## src/rtl/hazard_pkg.sv

```systemverilog
// ----------------------------------------------------------------------------
// hazard_pkg
//   Shared types and constants for the hazard-lights datapath.
//   wind_t is the wind-switch code used both by the input conditioner and by
//   the hazard-light FSM that consumes its w_out.
//   Contents:
//     wind_t        2-bit wind code (calm / right-to-left / left-to-right /
//                   illegal)
//     DEBOUNCE_MIN  smallest debounce length the conditioner accepts
// ----------------------------------------------------------------------------
package hazard_pkg;

  typedef enum logic [1:0] {
    WIND_CALM    = 2'b00,
    WIND_R2L     = 2'b01,
    WIND_L2R     = 2'b10,
    WIND_ILLEGAL = 2'b11
  } wind_t;

  localparam int DEBOUNCE_MIN = 2;

endpackage : hazard_pkg

```

## src/rtl/wind_input_conditioner_bit_sync2.sv

```systemverilog
// ----------------------------------------------------------------------------
// bit_sync2
//   Parameterised-width two-flop synchroniser. The second stage is fed
//   directly from the first with no logic in between, so the pair behaves as
//   a metastability filter with exactly two cycles of latency.
//   Ports:
//     clk    in   clock, rising edge
//     reset  in   synchronous active-low reset (0 = reset), clears both stages
//     d      in   [WIDTH-1:0] asynchronous input
//     q      out  [WIDTH-1:0] synchronised output (second stage)
// ----------------------------------------------------------------------------
module bit_sync2 #(
  parameter int WIDTH = 2
) (
  input  logic             clk,
  input  logic             reset,
  input  logic [WIDTH-1:0] d,
  output logic [WIDTH-1:0] q
);

  logic [WIDTH-1:0] stage1_reg;
  logic [WIDTH-1:0] stage2_reg;

  always_ff @(posedge clk) begin
    if (!reset) begin
      stage1_reg <= '0;
      stage2_reg <= '0;
    end else begin
      stage1_reg <= d;
      stage2_reg <= stage1_reg;
    end
  end

  assign q = stage2_reg;

endmodule : bit_sync2

```

## src/rtl/wind_input_conditioner.sv

```systemverilog
// ----------------------------------------------------------------------------
// wind_input_conditioner
//   Conditions the raw 2-bit wind switch code for the hazard-light FSM:
//   synchronises it, debounces it, commits stable codes to w_out and flags
//   the illegal code 11 (which is never passed on to w_out).
//   A new stable input first captured at edge E0 reaches w_out at edge
//   E0 + DEBOUNCE_CYCLES + 2.
//   Parameters:
//     DEBOUNCE_CYCLES  cycles a synchronised code must hold before commit
//                      (minimum DEBOUNCE_MIN, checked at elaboration)
//   Ports:
//     clk        in   clock, rising edge
//     reset      in   synchronous active-low reset (0 = reset)
//     w_raw      in   [1:0] raw asynchronous wind switch code
//     w_out      out  [1:0] debounced, validated wind code
//     w_changed  out  one-cycle pulse when w_out takes a new, different value
//     illegal    out  one-cycle pulse when code 11 is committed
//     err        out  illegal-code status flag
//   Build option:
//     WIND_STICKY_ERR_EN  when defined, err stays set until reset; otherwise
//                         the next legal commit clears it.
// ----------------------------------------------------------------------------
module wind_input_conditioner
  import hazard_pkg::*;
#(
  parameter int DEBOUNCE_CYCLES = 4
) (
  input  logic       clk,
  input  logic       reset,
  input  logic [1:0] w_raw,
  output logic [1:0] w_out,
  output logic       w_changed,
  output logic       illegal,
  output logic       err
);

  // Counter only has to reach DEBOUNCE_CYCLES-1; keep at least one bit so an
  // illegal parameter still elaborates far enough to hit the check below.
  localparam int CNT_W_RAW = $clog2(DEBOUNCE_CYCLES);
  localparam int CNT_W     = (CNT_W_RAW < 1) ? 1 : CNT_W_RAW;
  localparam logic [CNT_W-1:0] CNT_LAST = CNT_W'(DEBOUNCE_CYCLES - 1);

  generate
    if (DEBOUNCE_CYCLES < DEBOUNCE_MIN) begin : g_bad_debounce
      $error("wind_input_conditioner: DEBOUNCE_CYCLES=%0d is below %0d",
             DEBOUNCE_CYCLES, DEBOUNCE_MIN);
    end
  endgenerate

  // --------------------------------------------------------------------------
  // Synchroniser
  // --------------------------------------------------------------------------
  logic [1:0] s;

  bit_sync2 #(
    .WIDTH (2)
  ) u_sync (
    .clk   (clk),
    .reset (reset),
    .d     (w_raw),
    .q     (s)
  );

  // --------------------------------------------------------------------------
  // Debounce / commit state
  // --------------------------------------------------------------------------
  wind_t            cand_reg,      cand_next;
  logic [CNT_W-1:0] cnt_reg,       cnt_next;
  logic             committed_reg, committed_next;
  wind_t            w_out_reg,     w_out_next;
  logic             w_changed_reg, w_changed_next;
  logic             illegal_reg,   illegal_next;
  logic             err_reg,       err_next;

  always_comb begin
    cand_next      = cand_reg;
    cnt_next       = cnt_reg;
    committed_next = committed_reg;
    w_out_next     = w_out_reg;
    w_changed_next = 1'b0;
    illegal_next   = 1'b0;
    err_next       = err_reg;

    if (s != cand_reg) begin
      // Any change of the synchronised code restarts the debounce window,
      // so short glitches never reach the commit branch.
      cand_next      = wind_t'(s);
      cnt_next       = '0;
      committed_next = 1'b0;
    end else if (!committed_reg && (cnt_reg == CNT_LAST)) begin
      // committed_reg makes a held code commit once per run, which is what
      // limits a held 11 to a single illegal pulse.
      committed_next = 1'b1;
      if (cand_reg == WIND_ILLEGAL) begin
        illegal_next = 1'b1;
        err_next     = 1'b1;
      end else begin
        w_out_next     = cand_reg;
        w_changed_next = (cand_reg != w_out_reg);
`ifdef WIND_STICKY_ERR_EN
        err_next = err_reg;
`else
        err_next = 1'b0;
`endif
      end
    end else if (!committed_reg) begin
      cnt_next = cnt_reg + CNT_W'(1);
    end
  end

  always_ff @(posedge clk) begin
    if (!reset) begin
      // committed starts set so the reset code 00 is never "re-committed".
      cand_reg      <= WIND_CALM;
      cnt_reg       <= '0;
      committed_reg <= 1'b1;
      w_out_reg     <= WIND_CALM;
      w_changed_reg <= 1'b0;
      illegal_reg   <= 1'b0;
      err_reg       <= 1'b0;
    end else begin
      cand_reg      <= cand_next;
      cnt_reg       <= cnt_next;
      committed_reg <= committed_next;
      w_out_reg     <= w_out_next;
      w_changed_reg <= w_changed_next;
      illegal_reg   <= illegal_next;
      err_reg       <= err_next;
    end
  end

  assign w_out     = w_out_reg;
  assign w_changed = w_changed_reg;
  assign illegal   = illegal_reg;
  assign err       = err_reg;

endmodule : wind_input_conditioner

```

## config.mk

```make
export PLATFORM = sky130hd
export DESIGN_NAME = wind_input_conditioner
export DESIGN_NICKNAME = d
export VERILOG_FILES = /design/src/rtl/hazard_pkg.sv /design/src/rtl/wind_input_conditioner_bit_sync2.sv /design/src/rtl/wind_input_conditioner.sv
export SDC_FILE = /design/constraint.sdc
export NUM_CORES = 1
export LEC_CHECK = 0
export BUFFER_PORTS_ARGS = -buffer_cell sky130_fd_sc_hd__buf_2
export CORE_MARGIN = 3
export CORE_UTILIZATION = 35
export DETAILED_ROUTE_END_ITERATION = 10
export GPL_ROUTABILITY_DRIVEN = 0
export MAX_ROUTING_LAYER = met4
export SLEW_MARGIN = 10
export SYNTH_ARGS = -nofsm -noshare
export SYNTH_HDL_FRONTEND = slang
export SYNTH_SLANG_ARGS = --single-unit
```

## constraint.sdc

```tcl
create_clock -name clk -period 1.57 [get_ports clk]
set_clock_uncertainty 0.1 [all_clocks]
set_input_delay 0.2355 -clock clk [delete_from_list [all_inputs] [get_ports clk]]
set_output_delay 0.2355 -clock clk [all_outputs]
set_load 0.01 [all_outputs]
```

==> impl_results.md, run 1 <==
* Antenna violation net count after detailed routing at 0
* Post-synth ARST share at 0%
* Root buffer cell: clkbuf_4
* Area delta synth->final at 16.5%
* Initial core utilization at 38.3%
* DRC viols at 0
* Max Root-Sink Buffers at 2
* # rows at 13
* Cts hold-fix bufs at 0
* Hold crit path type: in2reg
* Die W at 44.4 um
* TNS Setup at 0 ns
* Final hold viol count at 0
* Main synth FF type: dfxtp_1
* Most common cell in the netlist: dfxtp_1
* Dpl cells at 71
* Synth area leader: dfxtp_1
* Count of different cell masters after synthesis at 21
* Seq pwr share at 62.1%
* Initial drt markers at 2
* Port bufs at 8
* EDFF count, synth at 0
* Leakage at 0.000258 uW
* CP peak stage delay at 0.41 ns
* Largest net degree at the start of global routing at 12
* Critical Path RT at 1.63 ns
* Max cap viols at 0
* Synth warn at 0
* Status: completed
* CP arrival at 1.51 ns
* Cts repair resizes at 0
* Headroom to the max-slew limit at 76.4%
* Clock share of power at 31.6%
* Worst slew pin tran at 0.352 ns
* Kind of end point of the critical path: flop
* Max Clk Rate at 689 MHz
* CTS tree: built
* Synth cell count leaders: 14 x dfxtp_1, 6 x and2_1, 3 x nand2_1
* Syn Nets at 53
* Post-CTS setup buffer count at 0
* Drt first pass iters at 3
* CP cell instances: xor2_1 > or3_1 > o221a_2
* Crit path max fanout at 6
* CTS Buf Count at 3
* Post-synthesis register bit count at 14
* Max VDD drop at 549 uV
* First-pass GRT wire length at 1290 um
* Largest cells by area after synthesis: dfxtp_1 54%, and2_1 7.3%, o221a_2 4.4%
* Die height at 44.4 um
* Worst slack, placed at 0.124 ns
* Register area share after synthesis at 54.2%
* Critical Setup Path Class: reg2reg
* Mapped Avg Cell Area at 10.8 um^2
* Non-Filler Instances at 74
* Detail Placement HPWL at 591 um
* RSZ-0062 raised after global routing: no
* Yosys top cell area share at 54.2%
* Routed WL at 789 um
* Period utilisation layout at 92.4%
* Fin. max-slew vios at 0
* Logic pwr share at 6.3%
* Die Area at 1970 um^2
* Post-layout min period at 1.45 ns
* GRT Overall Usage at 9.59%
* Routed vias at 368
* Share of cells above drive strength 1 at 27.1%
* Number of global-route vias before repair at 304
* Switching part of the total at 21.4%
* Core area at 1350 um^2
* Cell count after synthesis at 48
* Num ports at 9
* PD cells at 1000 nW/um^2
* Antenna Cells at 0
* Endpoints failing setup at 0
* Sink Count at 14
* Post-DR wirelength/cell at 10.7 um
* Synthesized cell area at 517 um^2
* NetSw at 129 uW
* H-tree levels at 1
* Setup ws final at 0.119 ns
* Int Power at 474 uW
* NumNets Final at 66
* Total grt overflow at 0
* Register clock-pin slew on the reported worst setup and hold paths at 0.07 ns
* Routed vias/inst at 4.97
* Later-pin clock latency in the skew report at 0.27 ns
* Type of origin of the critical path: flop
* Buf/Inv on CP at 0
* Initial antenna violation count at 0
* Top delay family on crit path: simple AND/OR/NAND/NOR gates
* Critical-path top delay cell: or3_1
final cells by class:
cell class / instances / area [um^2]
multi-input cells: 33 / 233
flip-flops and latches: 14 / 280
fillers: 139 / 748
clock buffers: 3 / 22.5
well taps: 15 / 18.8
repair buffers: 9 / 47.5
worst paths after layout:
kind	startpoint	endpoint	slack, ns	cells after the start
min	w_raw[1]	u_sync.stage1_reg[1]$_SDFF_PN0_	0.07	2
min reg2reg	u_sync.stage1_reg[0]$_SDFF_PN0_	u_sync.q[0]$_SDFF_PN0_	0.34	1
max reg2reg	cand_reg[0]$_SDFFE_PN0P_	w_out[1]$_SDFFE_PN0P_	0.12	3
max	cand_reg[0]$_SDFFE_PN0P_	w_out[1]$_SDFFE_PN0P_	0.12	3
routing by layer:
layer / vias to the layer above / track usage, % / share of wire [%]
li1: 195 / - / -
met5: - / - / 0
met1: 161 / 11.5 / 50
met4: 0 / 5.42 / 1.5
met3: 2 / 4.88 / 6.2
met2: 10 / 12.8 / 42
power groups by stage:
stage	logic [uW]	clock network, uW	registers (uW)
6_report	38.0	191	375
5_1_grt	43.3	214	376
4_1_cts	38.6	199	375
3_5_place_dp	38.1	0	383
3_3_place_gp	37.9	0	383
2_1_floorplan	30.1	0	381
cell usage in the layout (no fill, tap or decap):
cell type  instances
a211oi_1           1
xor2_1             2
ha_1               1
o21ai_0            1
nor4_1             2
a21oi_1            1
o221a_2            2
and2_1             6
o21bai_1           2
nor3_1             2
nand2b_1           1
buf_2              8
or3_1              1
or3b_4             1
clkbuf_4           3
buf_4              1
o31ai_1            1
nand2_1            3
o32ai_2            1
xnor2_1            1
dfxtp_1           14
nor2b_1            2
nor2_1             2
per-stage QoR:
stage	total power (uW)	area [um^2]	hold slack [ns]	util [%]
floorplan	411	517	0.263	-
global placement	420	579	0.318	42.9
detailed placement	421	579	0.321	42.9
CTS	612	602	0.0646	44.6
global route	633	602	0.0668	44.6
finish	603	602	0.0704	44.6
logic make-up after synthesis:
kind of cell	after synthesis	synth area share (%)
adder cells (fa/ha/maj)	1	2.42
buffers and inverters	1	0.726
AND/OR/NAND/NOR	20	22.3
flip-flops	14	54.2
AO/OA/AOI/OAI	9	15.3
XOR/XNOR	3	5.09
Power figures use the tool's default switching activity.
==> run 2, diff against run 1 <==
- HOLD_SLACK_MARGIN: default -> 0.15
==> impl_results.md, run 2 (synthesis results as in run 1) <==
* Max Clk Rate at 662 MHz
* Storage cell area at 280 um^2
* Core area at 1350 um^2
* CTS tree: built
* Internal reg-to-reg setup slack at 0.12 ns
* Antenna Cells at 0
* Detail Placement HPWL at 591 um
* Routed WL at 843 um
* Seq pwr share at 61.1%
* Die W at 44.4 um
* Max Root-Sink Buffers at 2
* Share of cells above drive strength 1 at 25.8%
* Max cap viols at 0
* CP arrival at 1.60 ns
* Headroom to the max-slew limit at 76.8%
* Post-CTS setup buffer count at 0
* Number of global-route vias before repair at 330
* Kind of end point of the critical path: flop
* Drt first pass iters at 2
* Crit path max fanout at 11
* Antenna violation net count after detailed routing at 0
* Multi-input gate area at 233 um^2
* Initial antenna violation count at 0
* Area delta synth->final at 22.8%
* Fin. max-slew vios at 0
* Critical Path RT at 1.66 ns
* Commonest non-fill, non-tap cells in the layout: 14 x dfxtp_1, 7 x buf_2, 6 x and2_1
* NumNets Final at 69
* Type of origin of the critical path: input port
* Max VDD drop at 551 uV
* Num ports at 9
* Clock share of power at 31.7%
* H-tree levels at 1
* Sink Count at 14
* Routed vias/inst at 4.91
* Critical Setup Path Class: in2reg
* # rows at 13
* NetSw at 134 uW
* Total grt overflow at 0
* Initial drt markers at 3
* GRT Overall Usage at 10.1%
* Post-layout min period at 1.51 ns
* Later-pin clock latency in the skew report at 0.27 ns
* Post-DR wirelength/cell at 10.9 um
* Core Util, Final at 47.0%
* Die Area at 1970 um^2
* Hold crit path type: reg2reg
* Commonest non-fill, non-tap cell in the layout: dfxtp_1
* Root buffer cell: clkbuf_4
* Period utilisation layout at 96.2%
* Register clock-pin slew on the reported worst setup and hold paths at 0.08 ns
* Worst slack, placed at 0.124 ns
* Final hold viol count at 0
* Leakage at 0.000271 uW
* DRC viols at 0
* Worst slew pin tran at 0.347 ns
* CTS Buf Count at 3
* Die height at 44.4 um
* Status: completed
* Initial core utilization at 38.3%
* Int Power at 480 uW
* PD cells at 967 nW/um^2
* Endpoints failing setup at 0
* Fill cells at 134
* Switching part of the total at 21.8%
* Routed vias at 378
* TNS Setup at 0 ns
* First-pass GRT wire length at 1370 um
* Logic pwr share at 7.3%
* Port bufs at 8
* Setup ws final at 0.0592 ns
* Tot Pwr at 614 uW
* Largest net degree at the start of global routing at 12
* RSZ-0062 raised after global routing: no
-- run 2: cell types whose count changed in the layout (fill, tap and decap cells not counted), sizes merged --
| cell | before | now |
|---|---|---|
| dlygate4sd3 | 0 | 3 |
-- run 2: worst paths after layout --
kind	from	end	cells after the start
worst max-delay path	reset	err$_SDFFE_PN0P_	4
worst min register to register	u_sync.stage1_reg[1]$_SDFF_PN0_	u_sync.q[1]$_SDFF_PN0_	1
worst max register to register	cand_reg[0]$_SDFFE_PN0P_	w_out[1]$_SDFFE_PN0P_	3
worst min-delay path	u_sync.stage1_reg[1]$_SDFF_PN0_	u_sync.q[1]$_SDFF_PN0_	1
-- run 2: worst max-delay path, cell delays in order --
cell and delay, ns:
dlygate4sd3_1 0.54, buf_4 0.16, or3b_4 0.42, o32ai_2 0.24
-- run 2: layout make-up --
type	count	area share, %
flip-flops and latches	14	44.2
multi-input cells	33	36.7
repair buffers	12	12.6
clock buffers	3	3.55
well taps	15	2.96
-- run 2: repair_timing --
action	4_1_cts	5_1_grt
resized for setup	0	2
endpoints found under the setup margin	0	1
hold buffers	3	0
endpoints found under the hold margin	3	0
-- run 2: through the flow --
step | hold WS [ns] | instance area (um^2) | instances
final | 0.337 | 634 | 77
after global routing | 0.356 | 634 | 77
after CTS | 0.339 | 632 | 77
after detailed placement | 0.321 | 579 | 71
after global placement | 0.318 | 579 | 71
after floorplan | 0.263 | 517 | 48
-- run 2: routing by layer --
metal | wire [um] | global-route usage [%]
met1 | 433 | 11.5
met2 | 348 | 14.5
met4 | 12 | 5.42
met3 | 49 | 4.88
met5 | 0 | -
-- run 2: power by group through the flow --
stage / Clock, uW / Combinational, uW / Sequential, uW
floorplan: 0 / 30.1 / 381
global placement: 0 / 37.9 / 383
detailed placement: 0 / 38.1 / 383
CTS: 199 / 44.2 / 375
global route: 214 / 50.3 / 376
finish: 194 / 44.7 / 375
